<file path="src/rtl/timer_dev.sv">
// Memory-mapped countdown timer (CTRL/PRESET/COUNT) whose irq output drives a CP0 HWInt bit.
// Optional prescaler in CTRL[15:8] is built when TIMER_PRESCALE_EN is defined.
module timer_dev #(
    parameter int COUNT_W = 32
) (
    input  logic        clk,
    input  logic        reset,
    input  logic [1:0]  addr,
    input  logic        we,
    input  logic [31:0] din,
    output logic [31:0] dout,
    output logic        irq
);

    typedef enum logic [1:0] {IDLE, LOAD, CNT, INT} state_t;

    state_t               state, state_nxt;
    logic                 en, im;
    logic [1:0]           mode;
    logic [COUNT_W-1:0]   preset, count, count_nxt;
    logic                 irq_flag;
    logic                 ctrl_we, preset_we;
    logic                 en_auto_clr, flag_set, flag_clr;
    logic                 step;

`ifdef TIMER_PRESCALE_EN
    logic [7:0] psc_val, psc_cnt, psc_cnt_nxt;
    assign step = (psc_cnt == psc_val);
`else
    assign step = 1'b1;
`endif

    assign ctrl_we   = we && (addr == 2'd0);
    assign preset_we = we && (addr == 2'd1);
    assign irq       = irq_flag & im;

    always_comb begin
        state_nxt   = state;
        count_nxt   = count;
        en_auto_clr = 1'b0;
        flag_set    = 1'b0;
        flag_clr    = 1'b0;
`ifdef TIMER_PRESCALE_EN
        psc_cnt_nxt = psc_cnt;
`endif
        case (state)
            IDLE: if (en) state_nxt = LOAD;
            LOAD: begin
                count_nxt = preset;
                state_nxt = CNT;
`ifdef TIMER_PRESCALE_EN
                psc_cnt_nxt = 8'd0;
`endif
            end
            CNT: begin
                if (!en) begin
                    state_nxt = IDLE;
                end else begin
`ifdef TIMER_PRESCALE_EN
                    psc_cnt_nxt = step ? 8'd0 : psc_cnt + 8'd1;
`endif
                    if (step) begin
                        // A preset of 0 or 1 terminates on the first step.
                        if (count > COUNT_W'(1)) begin
                            count_nxt = count - COUNT_W'(1);
                        end else begin
                            count_nxt = '0;
                            flag_set  = 1'b1;
                            state_nxt = INT;
                        end
                    end
                end
            end
            INT: begin
                if (mode == 2'd1) begin
                    flag_clr  = 1'b1;
                    state_nxt = LOAD;
                end else begin
                    en_auto_clr = 1'b1;
                    state_nxt   = IDLE;
                end
            end
            default: state_nxt = IDLE;
        endcase
    end

    always_ff @(posedge clk) begin
        if (reset) begin
            state    <= IDLE;
            count    <= '0;
            preset   <= '0;
            en       <= 1'b0;
            mode     <= 2'd0;
            im       <= 1'b0;
            irq_flag <= 1'b0;
`ifdef TIMER_PRESCALE_EN
            psc_val  <= 8'd0;
            psc_cnt  <= 8'd0;
`endif
        end else begin
            state <= state_nxt;
            count <= count_nxt;
`ifdef TIMER_PRESCALE_EN
            psc_cnt <= psc_cnt_nxt;
`endif
            // Bus writes take priority over the FSM's own EN clear and flag set.
            if (ctrl_we) begin
                en   <= din[0];
                mode <= din[2:1];
                im   <= din[3];
`ifdef TIMER_PRESCALE_EN
                psc_val <= din[15:8];
`endif
            end else if (en_auto_clr) begin
                en <= 1'b0;
            end
            if (preset_we) preset <= din[COUNT_W-1:0];
            if (ctrl_we || preset_we) irq_flag <= 1'b0;
            else if (flag_set)        irq_flag <= 1'b1;
            else if (flag_clr)        irq_flag <= 1'b0;
        end
    end

    always_comb begin
        dout = 32'd0;
        case (addr)
`ifdef TIMER_PRESCALE_EN
            2'd0: dout = {16'd0, psc_val, 4'd0, im, mode, en};
`else
            2'd0: dout = {28'd0, im, mode, en};
`endif
            2'd1: dout = 32'(preset);
            2'd2: dout = 32'(count);
            default: dout = 32'd0;
        endcase
    end

endmodule

</file>
<file path="config.mk">
export PLATFORM = sky130hd
export DESIGN_NAME = timer_dev
export DESIGN_NICKNAME = d
export VERILOG_FILES = /design/src/rtl/timer_dev.sv
export SDC_FILE = /design/constraint.sdc
export NUM_CORES = 1
export LEC_CHECK = 0
export CAP_MARGIN = 25
export CORE_ASPECT_RATIO = 0.7
export CORE_MARGIN = 2
export CORE_UTILIZATION = 30
export DETAILED_ROUTE_END_ITERATION = 6
export GPL_TIMING_DRIVEN = 1
export PLACE_DENSITY_LB_ADDON = 0.2
export REMOVE_ABC_BUFFERS = 1
export SLEW_MARGIN = 10
export SYNTH_ARGS = -nofsm -noshare
export SYNTH_HDL_FRONTEND = slang
export SYNTH_SLANG_ARGS = --single-unit
</file>
<file path="constraint.sdc">
create_clock -name clk -period 3.13 [get_ports clk]
set_input_delay 0.626 -clock clk [delete_from_list [all_inputs] [get_ports clk]]
set_output_delay 0.626 -clock clk [all_outputs]
set_load 0.005 [all_outputs]
</file>
==> out/metrics.cfg <==
[floorplanning]
num_rows=35
die_area_um2=14500
core_um2=13200
die_height_um=101
ioPinCount=70
initial_utilization_pct=30.8
die_w_um=143

[cts]
cts_hold_buffers=0
clk_path_buf_depth=2
cts_made_buffers=9
cts.sinks=71
cts_root_buffer=clkbuf_16
cts_tree=built
cts.clk_slew.worst_paths_ns=0.06
clk_latency_ns=0.34
htreeDepth=3
ctsResizeCount=0
post_cts_buffers=0

[finish]
fin_nets=631
syn_to_final_growth_pct=30.7
layout-drive-gt1-share_pct=8.54
most-common-layout-cells=105 x nand2_1, 71 x dfxtp_1, 68 x clkdlybuf4s50_1
final_util_pct=40.2
num_antenna_cells=0
final_common_cell=nand2_1
final_cells=782

[drt]
drc_errors=0
postRouteAntennaNets=0
routed_wl_mm=12.8
viasPerCell=5.31
wire_per_inst_um=16.4
highest_layer=met4
route.met3.wl_um=805
vias=4154
first_pass_iters=5
met2_length_mm=5.32
initialDrtViolationCount=277
wl_met1_mm=6.56

[critical_path]
rrSetupSlack_ns=0.66
start_kind=input pin
worst_setup_path_end_kind=output pin
critical_path_required_ns=2.50
arrival_ns=2.32
crit_type=in2out
cp_max_fo=34

[global_routing]
grt_max_degree=43
grt_pass1_wl_mm=20.7
grt_pass1_vias=3884
grtUsageTotal_pct=18.0
antenna_found_initial=0
gr-total-overflow=0

[synth]
syn_inst=541
synth.distinct_cells=52
synth_flop_cell=dfxtp_1
synth-seq-area-share_pct=34.9
synthesis.area_um2=4070
post_synth.cell_area_avg_um2=7.53
ys_seq_elements=71
async_reset_ff_share_pct=0
synth_edf_count=0
ys_warn_count=0

[timing]
max_slew_margin_pct=38.6
setup_viol=0
setup_total_negative_slack_ns=0
fmax_ghz=0.340
slew_violations=0
fin_crit_ns=2.95
tightest_slew_ns=0.921
rsz0062_at_grt=false
period_share_pct=94.1
skew_ns=0.00824
hold_slack_ns=0.468
hold_viol=0

[pwr]
peakVddDrop_v=0.000263
leakagePower_nw=1.89
powerDensity_nw_per_um2=496

[run]
max_cap_viol_count=0

[place]
place.gp.congestion=0.817
dpl.hpwl_mm=8.80
numPlacedInstances=766
numPortBuffers=69

[status]
status=completed

[min_path]
worst_hold_path_type=reg2reg

## cell usage after synthesis, drive strengths merged, types with 3 or more instances
library cell	instances	area (µm²)
or4	4	30.0
nor2b	6	37.5
inv	9	33.8
nor3	16	85.1
or3	3	18.8
mux2i	8	80.1
o21a	3	22.5
nand4	3	25.0
and4	3	26.3
a211oi	21	163
o21ai	37	185
dfxtp	71	1420
nand3	14	75.1
clkbuf	36	135
a221oi	4	35.0
nor2	41	154
buf	12	66.3
a21oi	54	270
nor4	15	179
a22o	29	254
nand2	105	394
nand2b	5	31.3
and3	3	18.8
and2	5	31.3
xnor2	4	35.0
o31ai	6	45.0
a2111oi	3	26.3
## logic make-up (layout without fill, tap and decap cells)
group	count (synthesis)	count (layout)	synth area share (%)
simple gates	229	229	28.7
buf+inv	57	113	5.78
mux	8	8	1.97
fa+ha+maj	2	2	0.615
compound gates	170	170	27.2
flops	71	71	34.9
xor+xnor	4	4	0.860
## final cells by class
cell class,count,area (µm²)
Inverter,9,33.8
Clock buffer,10,229
Timing Repair Buffer,88,853
Fill cell,1356,7900
Clock inverter,6,133
Sequential cell,71,1420
Tap cell,185,231
Multi-Input combinational cell,413,2420
## through the flow
stage	area [µm²]	setup slack (ns)	total power, mW
after global routing	5320	0.0728	2.74
after global placement	4960	0.198	1.39
after CTS	5320	0.167	2.66
after floorplan	3870	0.131	1.20
after detailed placement	4960	0.179	1.40
final	5320	0.185	2.64
## registers in the layout (all words and copies together), names as in the netlist
name / flops
state: 2
irq_flag: 1
im: 1
en: 1
preset: 32
count: 32
mode: 2
## final timing paths
path                                 start    endpoint  cells past startpoint
worst min-delay path            preset[17]  preset[17]                      2
worst max-delay path               addr[0]    dout[11]                      5
worst min register to register  preset[17]  preset[17]                      2
worst max register to register    count[0]   count[22]                      7
## worst max-delay path, cell delays in order
cell	delay, ns
clkdlybuf4s50_1	0.54
nor2b_2	0.22
buf_12	0.22
a22o_1	0.19
clkdlybuf4s50_1	0.52
## power breakdown
| group | switching, mW | internal, mW |
|---|---|---|
| Clock | 0.402 | 0.858 |
| Combinational | 0.232 | 0.180 |
| Sequential | 0.0379 | 0.931 |
| Total | 0.672 | 1.97 |
## per-layer routing
metal	vias up	GRT usage [%]
met5	-	0
met4	0	4.37
met3	15	4.30
met2	130	27.1
met1	1947	25.8
li1	2062	-
(Power assumes the default switching activity.)
